`src/rtl/display_pkg.sv`:
```
// Shared types and constants for the score display: FSM states, segment codes,
// and the double-dabble adjust step.
package display_pkg;

    localparam int SCORE_W = 18;
    localparam int DIGITS  = 6;
    localparam int BCD_W   = 4 * DIGITS;

    typedef enum logic [1:0] {
        ST_IDLE,
        ST_LOAD,
        ST_SHIFT,
        ST_LATCH
    } state_e;

    // Active-low, bit order gfedcba.
    localparam logic [6:0] SEG_BLANK = 7'h7F;
    localparam logic [6:0] SEG_DIGIT [10] = '{
        7'h40, 7'h79, 7'h24, 7'h30, 7'h19,
        7'h12, 7'h02, 7'h78, 7'h00, 7'h10
    };

    // Add 3 to every nibble >= 5; a nibble never exceeds 9 here, so no carry out.
    function automatic logic [BCD_W-1:0] dd_add3(input logic [BCD_W-1:0] bcd);
        logic [BCD_W-1:0] r;
        r = bcd;
        for (int i = 0; i < DIGITS; i++) begin
            if (bcd[4*i +: 4] >= 4'd5) begin
                r[4*i +: 4] = bcd[4*i +: 4] + 4'd3;
            end
        end
        return r;
    endfunction

endpackage

```
`src/rtl/hex_decoder.sv`:
```
// One BCD nibble plus blank flag to an active-low seven-segment pattern.
module hex_decoder
    import display_pkg::*;
(
    input  logic [3:0] nibble_i,
    input  logic       blank_i,
    output logic [6:0] seg_o
);

    always_comb begin
        seg_o = SEG_BLANK;
        if (!blank_i) begin
            case (nibble_i)
                4'd0:    seg_o = SEG_DIGIT[0];
                4'd1:    seg_o = SEG_DIGIT[1];
                4'd2:    seg_o = SEG_DIGIT[2];
                4'd3:    seg_o = SEG_DIGIT[3];
                4'd4:    seg_o = SEG_DIGIT[4];
                4'd5:    seg_o = SEG_DIGIT[5];
                4'd6:    seg_o = SEG_DIGIT[6];
                4'd7:    seg_o = SEG_DIGIT[7];
                4'd8:    seg_o = SEG_DIGIT[8];
                4'd9:    seg_o = SEG_DIGIT[9];
                default: seg_o = SEG_BLANK;
            endcase
        end
    end

endmodule

```
`src/rtl/score_display.sv`:
```
// Samples one score on a refresh tick or request, converts it with an iterative
// double-dabble engine and latches six blanked segment patterns.
//
//   state    | meaning
//   ---------+----------------------------------------------------------
//   ST_IDLE  | waiting for refresh tick or force_update
//   ST_LOAD  | capture selected score, clear BCD and iteration counter
//   ST_SHIFT | one add-3 / shift-left step per cycle, 18 steps
//   ST_LATCH | register the decoded digits onto HEX0..5, pulse done
module score_display
    import display_pkg::*;
#(
    parameter int REFRESH_CYCLES = 500000,
    parameter bit BLANK_LEADING  = 1'b1
) (
    input  logic                CLOCK_50,
    input  logic                reset,
    input  logic [SCORE_W-1:0]  currentScore,
    input  logic [SCORE_W-1:0]  highScore,
    input  logic                show_high,
    input  logic                force_update,
    output logic [6:0]          HEX0,
    output logic [6:0]          HEX1,
    output logic [6:0]          HEX2,
    output logic [6:0]          HEX3,
    output logic [6:0]          HEX4,
    output logic [6:0]          HEX5,
    output logic                busy,
    output logic                done
);

    localparam int               CNT_W      = $clog2(REFRESH_CYCLES);
    localparam logic [CNT_W-1:0] CNT_LAST   = CNT_W'(REFRESH_CYCLES - 1);
    localparam logic [4:0]       ITER_LAST  = 5'(SCORE_W - 1);
    localparam logic [6:0]       HEX_RST_HI = BLANK_LEADING ? SEG_BLANK : SEG_DIGIT[0];

    logic [CNT_W-1:0]   cnt_q, cnt_d;
    logic               tick;
    state_e             state_q;
    logic [SCORE_W-1:0] bin_q, bin_d;
    logic [BCD_W-1:0]   bcd_q, bcd_d, bcd_adj;
    logic [4:0]         iter_q;
    logic               busy_q, done_q;
    logic [6:0]         hex_q [DIGITS];
    logic [6:0]         seg_w [DIGITS];
    logic [DIGITS-1:0]  blank_w;
    logic               hi_zero;

    assign tick  = (cnt_q == CNT_LAST);
    assign cnt_d = tick ? '0 : cnt_q + CNT_W'(1);

    always_ff @(posedge CLOCK_50 or negedge reset) begin
        if (!reset) cnt_q <= '0;
        else        cnt_q <= cnt_d;
    end

    assign bcd_adj        = dd_add3(bcd_q);
    assign {bcd_d, bin_d} = {bcd_adj[BCD_W-2:0], bin_q, 1'b0};

    // A digit blanks only when it and every more-significant digit are zero.
    always_comb begin
        hi_zero = 1'b1;
        blank_w = '0;
        for (int k = DIGITS - 1; k >= 1; k--) begin
            hi_zero    = hi_zero && (bcd_q[4*k +: 4] == 4'd0);
            blank_w[k] = BLANK_LEADING && hi_zero;
        end
    end

    for (genvar k = 0; k < DIGITS; k++) begin : g_dec
        hex_decoder u_dec (
            .nibble_i (bcd_q[4*k +: 4]),
            .blank_i  (blank_w[k]),
            .seg_o    (seg_w[k])
        );
    end

    always_ff @(posedge CLOCK_50 or negedge reset) begin
        if (!reset) begin
            state_q  <= ST_IDLE;
            bin_q    <= '0;
            bcd_q    <= '0;
            iter_q   <= '0;
            busy_q   <= 1'b0;
            done_q   <= 1'b0;
            hex_q[0] <= SEG_DIGIT[0];
            for (int k = 1; k < DIGITS; k++) hex_q[k] <= HEX_RST_HI;
        end else begin
            done_q <= 1'b0;
            case (state_q)
                ST_IDLE: begin
                    if (tick || force_update) begin
                        state_q <= ST_LOAD;
                        busy_q  <= 1'b1;
                    end
                end
                ST_LOAD: begin
                    bin_q   <= show_high ? highScore : currentScore;
                    bcd_q   <= '0;
                    iter_q  <= '0;
                    state_q <= ST_SHIFT;
                end
                ST_SHIFT: begin
                    bin_q  <= bin_d;
                    bcd_q  <= bcd_d;
                    iter_q <= iter_q + 5'd1;
                    if (iter_q == ITER_LAST) state_q <= ST_LATCH;
                end
                ST_LATCH: begin
                    for (int k = 0; k < DIGITS; k++) hex_q[k] <= seg_w[k];
                    done_q  <= 1'b1;
                    busy_q  <= 1'b0;
                    state_q <= ST_IDLE;
                end
                default: state_q <= ST_IDLE;
            endcase
        end
    end

    assign HEX0 = hex_q[0];
    assign HEX1 = hex_q[1];
    assign HEX2 = hex_q[2];
    assign HEX3 = hex_q[3];
    assign HEX4 = hex_q[4];
    assign HEX5 = hex_q[5];
    assign busy = busy_q;
    assign done = done_q;

endmodule

```
`config.mk`:
```
export PLATFORM = sky130hd
export DESIGN_NAME = score_display
export DESIGN_NICKNAME = d
export VERILOG_FILES = /design/src/rtl/display_pkg.sv /design/src/rtl/hex_decoder.sv /design/src/rtl/score_display.sv
export SDC_FILE = /design/constraint.sdc
export NUM_CORES = 1
export LEC_CHECK = 0
export BUFFER_PORTS_ARGS = -buffer_cell sky130_fd_sc_hd__buf_2
export CAP_MARGIN = 30
export CORE_ASPECT_RATIO = 1.75
export CORE_MARGIN = 3
export CORE_UTILIZATION = 55
export CTS_CLUSTER_DIAMETER = 80
export DETAILED_ROUTE_END_ITERATION = 16
export GPL_ROUTABILITY_DRIVEN = 0
export PLACE_DENSITY = 0.74
export SYNTH_ARGS = -nofsm -noshare
export SYNTH_HDL_FRONTEND = slang
export SYNTH_SLANG_ARGS = --single-unit
export TNS_END_PERCENT = 30
```
`constraint.sdc`:
```
create_clock -name CLOCK_50 -period 2.6 [get_ports CLOCK_50]
set_input_delay 0.52 -clock CLOCK_50 [delete_from_list [all_inputs] [get_ports CLOCK_50]]
set_output_delay 0.52 -clock CLOCK_50 [all_outputs]
set_load 0.1 [all_outputs]
```
## Yosys cells after proc, flatten, opt, wreduce, memory -nomap -nowiden

Memories as Yosys holds them, arrays and structs flattened. A register that Yosys moved wholly into a read port is not among the register bits.
Cells that the tools add are included.

| storage, ports and cells | value |
|---|---|
| bits of input ports | 40 |
| ROM bits | 672 |
| output and inout port bits | 44 |
| logic and storage cells | 77 |
| register bits | 105 |
| memories kept | 6 |

| operators by class | value |
|---|---|
| $add $sub $neg | 8 |
| mux-type cells | 22 |
| magnitude comparators | 6 |
| eq/ne operators | 7 |
| reduce and logical (&&, ||, !) cells | 16 |

Memories:

| memory | words | bits a word | rd ports | clocked after Yosys merged registers in | wr ports | RTL line | source |
|---|---|---|---|---|---|---|---|
| (no name shown) | 16 | 7 | 1 | 1 | 0 | hex_decoder.sv:13 | `case (nibble_i)` |
| (no name shown) | 16 | 7 | 1 | 0 | 0 | hex_decoder.sv:13 |  |
| (no name shown) | 16 | 7 | 1 | 0 | 0 | hex_decoder.sv:13 |  |
| (no name shown) | 16 | 7 | 1 | 0 | 0 | hex_decoder.sv:13 |  |
| (no name shown) | 16 | 7 | 1 | 0 | 0 | hex_decoder.sv:13 |  |
| (no name shown) | 16 | 7 | 1 | 0 | 0 | hex_decoder.sv:13 |  |

Operator list:

| operator | number |
|---|---|
| $pmux W24 S2 | 1 |
| $pmux W18 S2 | 1 |
| $mux W7 | 5 |
| $ge A4 B3 Y1 const B | 6 |
| $add A4 B2 Y4 const B | 5 |
| $logic_not A4 Y1 | 5 |
| $mux W4 | 5 |
| $add A19 B1 Y19 const B | 1 |
| $eq A19 B19 Y1 const B | 1 |
| $mux W19 | 1 |
| $mux W18 | 1 |
| $pmux W5 S2 | 1 |
| $pmux W2 S4 | 1 |
| $add A5 B1 Y5 const B | 1 |
| $eq A5 B5 Y1 const B | 1 |
| $eq A2 B2 Y1 const B | 2 |
| $logic_and A1 B1 Y1 | 4 |
| $mux W2 | 2 |
| $ne A2 B2 Y1 const B | 2 |
| $reduce_and A2 Y1 | 2 |
| $reduce_bool A2 Y1 | 2 |
| $add A3 B2 Y3 const B | 1 |
| $mux W3 | 1 |
| $eq A2 B1 Y1 const B | 1 |
| other kinds (5) | 6 |

## Depth between registers and ports, before layout

Gate-level depths: netlist of the first run.

| logic depth | value |
|---|---|
| depth after elaboration | 6 |
| gate-level depth with buffers | 7 |

## Modules after synthesis

A second synthesis of the first run with hierarchy kept.

| second synthesis, totals | value |
|---|---|
| cell total of the unflattened synthesis | 674 |
| area total of the unflattened synthesis | 6897.9 sq um |

Modules (own cells, without submodules):

| module | cells an instance | sequential area each (sq um) | instances | area an instance (sq um) |
|---|---|---|---|---|
| score_display | 476 | 2847.7 | 1 | 5486.5 |
| hex_decoder | 33 | 0.0 | 6 | 235.2 |

## Worst setup path after synthesis of the first run

Ideal clock, no wire load.

| timing | value |
|---|---|
| path type | reg2reg |
| start | register cnt_q[12] |
| end | register state_q[1] |
| path buffers | 1 |
| setup slack | 0.460 ns |
| cell stages (with the launch flop) | 6 |
| library setup time | 0.128 ns |
| arrival | 2.013 ns |
| required time | 2.472 ns |
| cell sequence | dfrtp_1 > or4b_1 > or4_1 > buf_2 > a221oi_2 > mux2_1 |

| on the way | value |
|---|---|
| cells in the longest elaborated chain, start to end | 4 |

Ends and longest elaborated chain:

| item | RTL line | source |
|---|---|---|
| start: declaration | score_display.sv:37 | `logic [CNT_W-1:0] cnt_q, cnt_d;` |
| start signal: assignment | score_display.sv:54 | `else cnt_q <= cnt_d;` |
| $eq A19 B19 Y1 | score_display.sv:49 | `assign tick = (cnt_q == CNT_LAST);` |
| $logic_or A1 B1 Y1 | score_display.sv:92 | `if (tick \|\| force_update) begin` |
| $ne A2 B2 Y1 (no source line) | - |  |
| $reduce_and A2 Y1 (no source line) | - |  |
| end signal: assignment | score_display.sv:93 | `state_q <= ST_LOAD;` |
| end signal: assignment | score_display.sv:101 | `state_q <= ST_SHIFT;` |
| end signal: assignment | score_display.sv:107 | `if (iter_q == ITER_LAST) state_q <= ST_LATCH;` |
| end: declaration | score_display.sv:39 | `state_e state_q;` |

Every way passes these cells.
A chain may end at the register's enable or synchronous reset.

## Worst setup path after layout of the first run

| timing | value |
|---|---|
| start | register bcd_q[17] |
| end | register hex_q, in the netlist HEX1[0] |

| on the way | value |
|---|---|
| cells in the longest elaborated chain, start to end | 6 |

Ends and longest elaborated chain:

| item | RTL line | source |
|---|---|---|
| start: declaration | score_display.sv:41 | `logic [BCD_W-1:0] bcd_q, bcd_d, bcd_adj;` |
| start signal: assignment | score_display.sv:82 | `bcd_q <= '0;` |
| start signal: assignment | score_display.sv:99 | `bcd_q <= '0;` |
| start signal: assignment | score_display.sv:105 | `bcd_q <= bcd_d;` |
| $logic_not A4 Y1 | score_display.sv:65 | `hi_zero = hi_zero && (bcd_q[4*k +: 4] == 4'd0);` |
| $logic_and A1 B1 Y1 (4 in series) | score_display.sv:65 |  |
| $mux W7 | hex_decoder.sv:12 | `if (!blank_i) begin` |
| end: declaration | score_display.sv:44 | `logic [6:0] hex_q [DIGITS];` |

Every way passes these cells.

==> results of run 1 <==
[cells in the mapped netlist, drive strengths merged, types with 6 or more instances]
cell	instances	area share, %
xor2	6	0.83
mux2i	30	4.7
nor3b	8	0.95
ha	43	8.5
dfstp	36	15
a31oi	9	0.89
and3	7	0.69
clkbuf	29	1.7
o21ai	54	4.3
o22a	22	3.0
o21bai	8	0.95
mux2	21	3.7
nor3	8	0.63
inv	45	2.7
buf	6	0.40
xnor2	16	2.2
o22ai	20	2.0
a21oi	37	2.9
dfrtp	76	30
nand2	43	2.5
nand2b	7	0.69
nand3	19	1.5
o211ai	7	0.83
nor2	45	2.7
[through the flow]
| stage | area, µm² | total power, µW |
|---|---|---|
| 2_1_floorplan | 6330 | 5860 |
| 3_3_place_gp | 6880 | 6510 |
| 3_5_place_dp | 6880 | 6620 |
| 4_1_cts | 7250 | 8320 |
| 5_1_grt | 7250 | 8670 |
| 6_report | 7250 | 8260 |
[cells by family after synthesis]
| kind of cell | share of synthesized area (%) |
|---|---|
| and+or+nand+nor | 12.9 |
| buffers and inverters | 4.78 |
| AOI/OAI and AO/OA | 17.3 |
| adders and majority gates | 8.49 |
| DFF | 45.0 |
| muxes | 8.47 |
| xor gates and xnor gates | 3.04 |
[worst max path at each step]
stage / cells past startpoint / end
after detailed placement: 6 / HEX1[0]
after global routing: 6 / HEX2[2]
after global placement: 4 / state_q[1]
after CTS: 6 / HEX1[0]
after floorplan: 5 / state_q[1]
final: 6 / HEX1[0]
[where the power goes]
part / total, µW / switching [µW] / leakage (µW) / internal, µW
Combinational: 4010 / 2960 / 0.00170 / 1040
Sequential: 2580 / 259 / 0.00138 / 2320
Clock: 1680 / 619 / 0.000182 / 1060
Total: 8260 / 3840 / 0.00326 / 4420
[per-layer routing]
metal | global-route usage, % | vias to the layer above
met3 | 3.46 | 39
met2 | 38.6 | 122
met4 | 10.1 | 0
met1 | 25.6 | 2361
li1 | - | 2430
met5 | 0 | -
[state kept, by name (all words and copies together) (netlist names)]
| signal | count |
|---|---|
| HEX0 | 7 |
| HEX1 | 7 |
| cnt_q | 19 |
| HEX5 | 7 |
| bcd_q | 24 |
| HEX4 | 7 |
| HEX2 | 7 |
| busy | 1 |
| done | 1 |
| bin_q | 18 |
| state_q | 2 |
| HEX3 | 7 |
| iter_q | 5 |
[worst max-delay path, delay by kind of cell, from the launching register on]
family | cells | cell delay, ns
flip-flops | 1 | 0.45
AND/OR/NAND/NOR | 2 | 0.79
buffers and inverters | 1 | 0.19
adder cells (fa/ha/maj) | 1 | 0.19
AO/OA/AOI/OAI | 2 | 0.60
[cell type report]
type                            instances  share of cell area, %
Clock buffer                           10                   3.30
Clock inverter                          6                   1.79
Inverter                               45                   2.33
Multi-Input combinational cell        455                   44.0
Sequential cell                       112                   39.3
Tap cell                              132                   2.28
Timing Repair Buffer                   94                   7.07
==> reports/qor.yml, run 1 <==
layout_setup_ws_ns: 0.326
insertion_delay_ns: 0.35
ios: 84
grt_max_degree: 53
ff2ff_path_depth: 6
slew_violations: 0
place_ws_ns: 0.354
worstSetupEndpointType: "register"
async_flop_share_pct: 100
finalCriticalPeriod_ns: 2.27
startpoint_type: "register"
r2r_start: "bcd_q[17]"
fmax_ghz: 0.440
powerDensity_nw_per_um2: 1140
synth_cells: 647
grt_pass1_wl_um: 22900
drtPass1Iterations: 4
cts_sinks: 112
rsz0062_at_grt: "no"
coreArea_um2: 11200
peakVddDrop_mv: 1.06
maxSlewHeadroom_pct: 66.7
cpPeakStageDelay_ns: 0.46
fin_tns_setup_ns: 0
ff_latch_area_um2: 2850
vias_per_cell: 5.80
wl_met2_um: 7320
critPathLaunch: "bcd_q[17]"
layout_worst_path_cycle_share_pct: 87.5
remaining_drc_errors: 0
crit_fanout: 6
cts-root-buf: "clkbuf_16"
min_path_type: "in -> async"
avgSynthCellArea_um2: 9.79
ys.flop_type: "dfrtp_1"
yosysUniqueCellTypes: 52
path_cells: "inv_1 -> ha_1 -> nor4bb_1 -> nand4_1 -> o211ai_1 -> o22a_1"
numCtsBuffers: 9
drive_above_1_share_pct: 23.5
worstMarginPinSlew_ns: 0.503
wl_met1_um: 5390
setup_violations: 0
cts_buffer_depth: 2
ant_nets: 0
antenna_found_initial: 0
die-area_um2: 12900
hold_viol: 0
final_cell_mix: "buf_2, dfrtp_1, o21ai_0, inv_1, nor2_1"
wl_per_cell_um: 16.0
dp_cells: 838
clkSlewWorstSetupHoldPaths_ns: 0.07
wl_met3_um: 502
post_cts_buffers: 0
crit_required_ns: 2.89
die_y_um: 148
start_util_pct: 56.7
arrival_ns: 2.56
status: "completed"
critPathKind: "reg -> reg"
reg2reg_to: "HEX1[0]"
fillCellCount: 897
overflow: 0
ys_ff_latch: 112
cpMaxStageDelayCell: "nor4bb_1"
vias: 4952
hpwlAfterDp_um: 9790
areaGrowthSynthToFinish_pct: 14.5
yosysWarnings: 0
placementRows: 51
nets: 800
finalWirelength_um: 13600
syn-cell-area_um2: 6330
antenna_cells: 0
stdcell_count: 854
layout_commonest_cell: "buf_2"
synth_seq_area_share_pct: 45.0
rrSetupSlack_ns: 0.33
grt_pass1_vias: 5037
synth_edf_count: 0
cts_resized: 0
p_leak_uw: 0.00326
port_buffers: 83
cts_tree: "done"
cap_violations: 0
track_usage_pct: 21.9
post-route-util_pct: 64.9
whs_ns: 0.103
first_iter_violations: 214
multiInputGateArea_um2: 3190
finalClockSkew_ns: 0.00552
dieWidth_um: 87.1
ctsHtreeMaxLevel: 3
hold_buffers: 0
syn_nets: 730
routed.top_layer: "met4"
(Power assumes the default switching activity.)
==> inputs of run 2 (changes only) <==
--- a/config.mk
+++ b/config.mk
@@ -5,16 +5,17 @@
 export SDC_FILE = /design/constraint.sdc
 export NUM_CORES = 1
 export LEC_CHECK = 0
+export ABC_AREA = 1
 export BUFFER_PORTS_ARGS = -buffer_cell sky130_fd_sc_hd__buf_2
 export CAP_MARGIN = 30
-export CORE_ASPECT_RATIO = 1.75
 export CORE_MARGIN = 3
 export CORE_UTILIZATION = 55
 export CTS_CLUSTER_DIAMETER = 80
 export DETAILED_ROUTE_END_ITERATION = 16
 export GPL_ROUTABILITY_DRIVEN = 0
-export PLACE_DENSITY = 0.74
+export PLACE_DENSITY = 0.73
 export SYNTH_ARGS = -nofsm -noshare
 export SYNTH_HDL_FRONTEND = slang
+export SYNTH_HIERARCHICAL = 1
 export SYNTH_SLANG_ARGS = --single-unit
 export TNS_END_PERCENT = 30
==> run 2 against run 1 <==
Clock-buffer cell count is the same. Non-clock buffer count down 3. Core utilization down 0.71 points. Critical path depth grew 4. Clock power fell by 15%. Highest routed layer unchanged. Worst setup slack worse by 0.0052 ns. Maximum frequency decreased by 0.23%. Sequential share of layout area fell by 2.5 points. Clock skew increased by 0.0042 ns.
==> reports/qor.yml, run 2 <==
die-area_um2: 13800
hpwlAfterDp_um: 10300
cts_resized: 0
remaining_drc_errors: 0
multiInputGateArea_um2: 3470
setup_violations: 0
cts_sinks: 112
ant_nets: 0
ys_ff_latch: 112
dieWidth_um: 117
wl_per_cell_um: 13.2
post-route-util_pct: 64.2
whs_ns: 0.189
fillCellCount: 984
post_cts_buffers: 0
r2r_start: "bcd_q[21]"
crit_end: "HEX1[5]"
critPathKind: "reg -> reg"
status: "completed"
synth_top_family_by_area: "simple AND/OR/NAND/NOR gates"
crit_required_ns: 2.90
synth_compound_area_share_pct: 8.98
vias: 5604
cpMaxStageDelayCell: "dfrtp_1"
reg_top3: "bcd_q: 24 flops, cnt_q: 19 flops, bin_q: 18 flops"
peakVddDrop_mv: 0.885
ff_latch_area_um2: 2850
hold_viol: 0
drive_above_1_share_pct: 25.4
track_usage_pct: 21.0
synthXorXnorAreaFrac_pct: 2.44
powerDensity_nw_per_um2: 751
reg2reg_to: "HEX1[5]"
yosys-top-cells-area: "dfrtp_1, dfstp_2, nand2_1, ha_1, mux2_2"
yosysUniqueCellTypes: 36
synth_edf_count: 0
placementRows: 40
synth_seq_area_share_pct: 41.8
layout_worst_path_cycle_share_pct: 87.7
critPathTopFamily: "simple AND/OR/NAND/NOR gates"
path_common_cell: "nand2_1"
ios: 84
coreArea_um2: 12100
start_util_pct: 56.5
cts-root-buf: "clkbuf_16"
path_buf_inv: 1
yosysTopAreaCell: "dfrtp_1"
largest_register_ffs: 24
syn-cell-area_um2: 6810
ys_top_cells_by_count: "nand2_1, inv_1, dfrtp_1"
numCtsBuffers: 9
crit_fanout: 7
grt_max_degree: 49
cts_tree: "done"
top_register: "bcd_q"
hold_buffers: 0
cap_violations: 0
areaGrowthSynthToFinish_pct: 13.7
port_buffers: 83
ys.flop_type: "dfrtp_1"
finalWirelength_um: 14100
cpPeakStageDelay_ns: 0.45
maxSlewHeadroom_pct: 48.3
grt_pass1_wl_um: 24500
rsz0062_at_grt: "no"
nets: 987
overflow: 0
first_iter_violations: 324
min_path_type: "in -> async"
layout_setup_ws_ns: 0.321
rrSetupSlack_ns: 0.32
final_cell_mix: "nand2_1, inv_1, buf_2, dfrtp_1, nor2_1"
antenna_cells: 0
finalCriticalPeriod_ns: 2.28
ctsHtreeMaxLevel: 3
worstSetupEndpointType: "register"
slew_violations: 0
synthMuxAreaShare_pct: 6.94
antenna_found_initial: 0
finalClockSkew_ns: 0.00971
ff2ff_path_depth: 10
async_flop_share_pct: 100
clkSlewWorstSetupHoldPaths_ns: 0.08
path_cells: "inv_1 -> ha_1 -> nand2_1 -> nor2_1 -> and3_1 -> nand2_1 -> nor3_1 -> nor2_4 -> nand2_1 -> mux2_2"
arrival_ns: 2.58
yosysMostFrequentCell: "nand2_1"
die_y_um: 117
yosys.area.top_type_share_pct: 27.9
p_leak_uw: 0.00345
layout_commonest_cell: "nand2_1"
synth_fa_ha_area_share_pct: 9.73
fin_tns_setup_ns: 0
path_depth: 10
drtPass1Iterations: 7
critPathLaunch: "bcd_q[21]"
fmax_ghz: 0.439
avgSynthCellArea_um2: 8.40
insertion_delay_ns: 0.36
startpoint_type: "register"
yosysWarnings: 6
synth-simple-area-share_pct: 22.7
grt_pass1_vias: 5550
cts_buffer_depth: 2
vias_per_cell: 5.25
synth_cells: 811
worstMarginPinSlew_ns: 0.774
place_ws_ns: 0.340
-- run 2: how the worst min path moves through the flow --
stage             start         to  slack [ns]  depth (start not counted)
4_1_cts           reset  bcd_q[23]        0.19                          1
2_1_floorplan     reset    HEX0[0]        0.22                          0
3_5_place_dp   cnt_q[0]   cnt_q[0]        0.46                          1
5_1_grt           reset  bcd_q[23]        0.23                          1
3_3_place_gp   cnt_q[0]   cnt_q[0]        0.45                          1
6_report          reset  cnt_q[10]        0.19                          1
-- run 2: layout make-up --
| class | count | share of cell area [%] |
|---|---|---|
| multi-input combinational | 571 | 44.8 |
| sequential | 112 | 36.8 |
| timing repair buffer | 91 | 6.49 |
| inverter | 109 | 5.28 |
| clock buffer | 10 | 3.08 |
| tap | 168 | 2.71 |
| clock inverter | 6 | 0.856 |
-- run 2: stage by stage --
step | cells | instance area [µm²] | total power, µW
4_1_cts | 1067 | 7750 | 5870
3_5_place_dp | 1051 | 7440 | 4430
2_1_floorplan | 812 | 6820 | 3900
3_3_place_gp | 1051 | 7440 | 4360
5_1_grt | 1067 | 7750 | 6200
6_report | 1067 | 7750 | 5820
-- run 2: layer usage --
layer	track usage, %	vias up	part of all wire (%)
met5	0	-	0
met4	9.24	0	2.1
met3	3.18	20	4.4
met2	35.4	142	48
met1	26.9	2651	45
li1	-	2791	-
-- run 2: kinds of logic after synthesis --
logic type | Yosys count
compound gates | 107
xor+xnor | 19
fa+ha+maj | 53
buf+inv | 129
flops | 112
mux | 42
other cells | 1
simple gates | 348
-- run 2: report_power, final --
group	leakage [µW]	switching (µW)	internal (µW)	total (µW)
Clock	0.000153	648	777	1420
Sequential	0.00137	153	2020	2170
Combinational	0.00193	1530	686	2220
==> inputs of run 3 (changes only) <==
==> constraint.sdc (replaced) <==
create_clock -name CLOCK_50 -period 2.2 [get_ports CLOCK_50]
set_input_delay 0.44 -clock CLOCK_50 [delete_from_list [all_inputs] [get_ports CLOCK_50]]
set_output_delay 0.44 -clock CLOCK_50 [all_outputs]
set_load 0.1 [all_outputs]
==> run 3 against run 2 <==
Worst setup slack worse by 0.15 ns. Clock-buffer cell count is 3 higher. Sequential share of layout area down 0.059 points. Total power up 17%. Critical path depth down 1. Die area unchanged. Maximum frequency up 12%. Worst hold slack worse by 0.035 ns. Sequential cell count is the same. Critical path type unchanged. Largest cell class unchanged.
==> reports/qor.yml, run 3 (synthesis results as in run 2) <==
status: "completed"
maxSlewHeadroom_pct: 59.8
start_util_pct: 56.5
p_leak_uw: 0.00345
die-area_um2: 13800
hold_viol: 0
startpoint_type: "register"
nets: 990
cts-root-buf: "clkbuf_16"
placementRows: 40
rsz0062_at_grt: "no"
multiInputGateArea_um2: 3480
setup_violations: 0
overflow: 0
vias: 5634
crit_fanout: 8
finalCriticalPeriod_ns: 2.03
path_common_cell: "nand2_1"
critPathKind: "reg -> reg"
ant_nets: 0
grt_pass1_wl_um: 24600
first_iter_violations: 274
cts_tree: "done"
port_buffers: 83
min_path_type: "in -> async"
slew_violations: 0
drive_above_1_share_pct: 25.7
peakVddDrop_mv: 0.958
top_register: "bcd_q"
finalWirelength_um: 13900
areaGrowthSynthToFinish_pct: 13.9
antenna_cells: 0
grt_pass1_vias: 5667
wl_per_cell_um: 13.0
die_y_um: 117
vias_per_cell: 5.27
rrSetupSlack_ns: 0.17
hpwlAfterDp_um: 10100
coreArea_um2: 12100
track_usage_pct: 20.9
fillCellCount: 1028
arrival_ns: 2.31
final_cell_mix: "nand2_1, inv_1, buf_2, dfrtp_1, nor2_1"
ios: 84
cpPeakStageDelay_ns: 0.50
finalClockSkew_ns: 0.00674
post-route-util_pct: 64.3
cts_sinks: 112
drtPass1Iterations: 5
ff2ff_path_depth: 9
fmax_ghz: 0.492
crit_required_ns: 2.48
cpMaxStageDelayCell: "dfrtp_1"
grt_max_degree: 113
antenna_found_initial: 0
fin_tns_setup_ns: 0
cap_violations: 0
cts_buffer_depth: 2
clkSlewWorstSetupHoldPaths_ns: 0.07
worstMarginPinSlew_ns: 0.604
layout_commonest_cell: "nand2_1"
powerDensity_nw_per_um2: 879
ff_latch_area_um2: 2850
reg_top3: "bcd_q: 24 flops, cnt_q: 19 flops, bin_q: 18 flops"
insertion_delay_ns: 0.35
reg2reg_to: "HEX1[3]"
numCtsBuffers: 9
path_cells: "inv_1 -> ha_1 -> and3_2 -> nand2_1 -> nor3_1 -> buf_4 -> nor2_4 -> nand2_1 -> mux2_2"
layout_worst_path_cycle_share_pct: 92.4
largest_register_ffs: 24
ctsHtreeMaxLevel: 3
dieWidth_um: 117
remaining_drc_errors: 0
r2r_start: "bcd_q[17]"
worstSetupEndpointType: "register"
run 3: how the worst max path moves through the flow:
stage                     slack [ns]      start  endpoint
after detailed placement        0.09  bcd_q[21]   HEX1[3]
after floorplan                 0.24  bcd_q[21]   HEX1[1]
final                           0.17  bcd_q[17]   HEX1[3]
after global placement          0.21  bcd_q[21]   HEX1[1]
after CTS                       0.06  bcd_q[21]   HEX1[3]
after global routing           0.003  bcd_q[17]   HEX1[3]
run 3: per-stage QoR:
stage	instance area [µm²]	std cells	setup slack [ns]	hold slack [ns]	power, µW
5_1_grt	7760	1070	0.00306	0.230	7270
3_5_place_dp	7450	1054	0.0914	0.455	5200
3_3_place_gp	7450	1054	0.206	0.449	5140
6_report	7760	1070	0.168	0.153	6820
4_1_cts	7750	1070	0.0592	0.187	6890
2_1_floorplan	6820	812	0.238	0.144	4610
run 3: area by class of cell:
cell class                 count  share of cell area [%]
clock buffer                  13                    3.35
clock inverter                 3                   0.516
sequential                   112                    36.7
tap                          168                    2.71
multi-input combinational    571                    44.8
inverter                     109                    5.32
timing repair buffer          94                    6.61
run 3: repair_timing:
action	CTS	global route
setup endpoints to repair	0	15
hold buffers	0	0
gates resized for setup	0	3
buffers inserted	0	0
run 3: where the power goes:
part | internal, µW | switching [µW] | total [µW]
Clock | 943 | 715 | 1660
Combinational | 792 | 1800 | 2590
Sequential | 2390 | 181 | 2570
run 3: critical path: cells and delay by family, from the launching register on:
kind | cells | cell delay, ns
flip-flops | 1 | 0.50
AND/OR/NAND/NOR | 5 | 0.69
buffers and inverters | 2 | 0.28
multiplexers | 1 | 0.27
adder cells (fa/ha/maj) | 1 | 0.20
run 3: metal layers:
metal | part of all wire (%) | global-route usage, %
met4 | 1.6 | 8.43
met1 | 45 | 25.6
met3 | 4.2 | 3.09
met5 | 0 | 0
met2 | 49 | 37.0
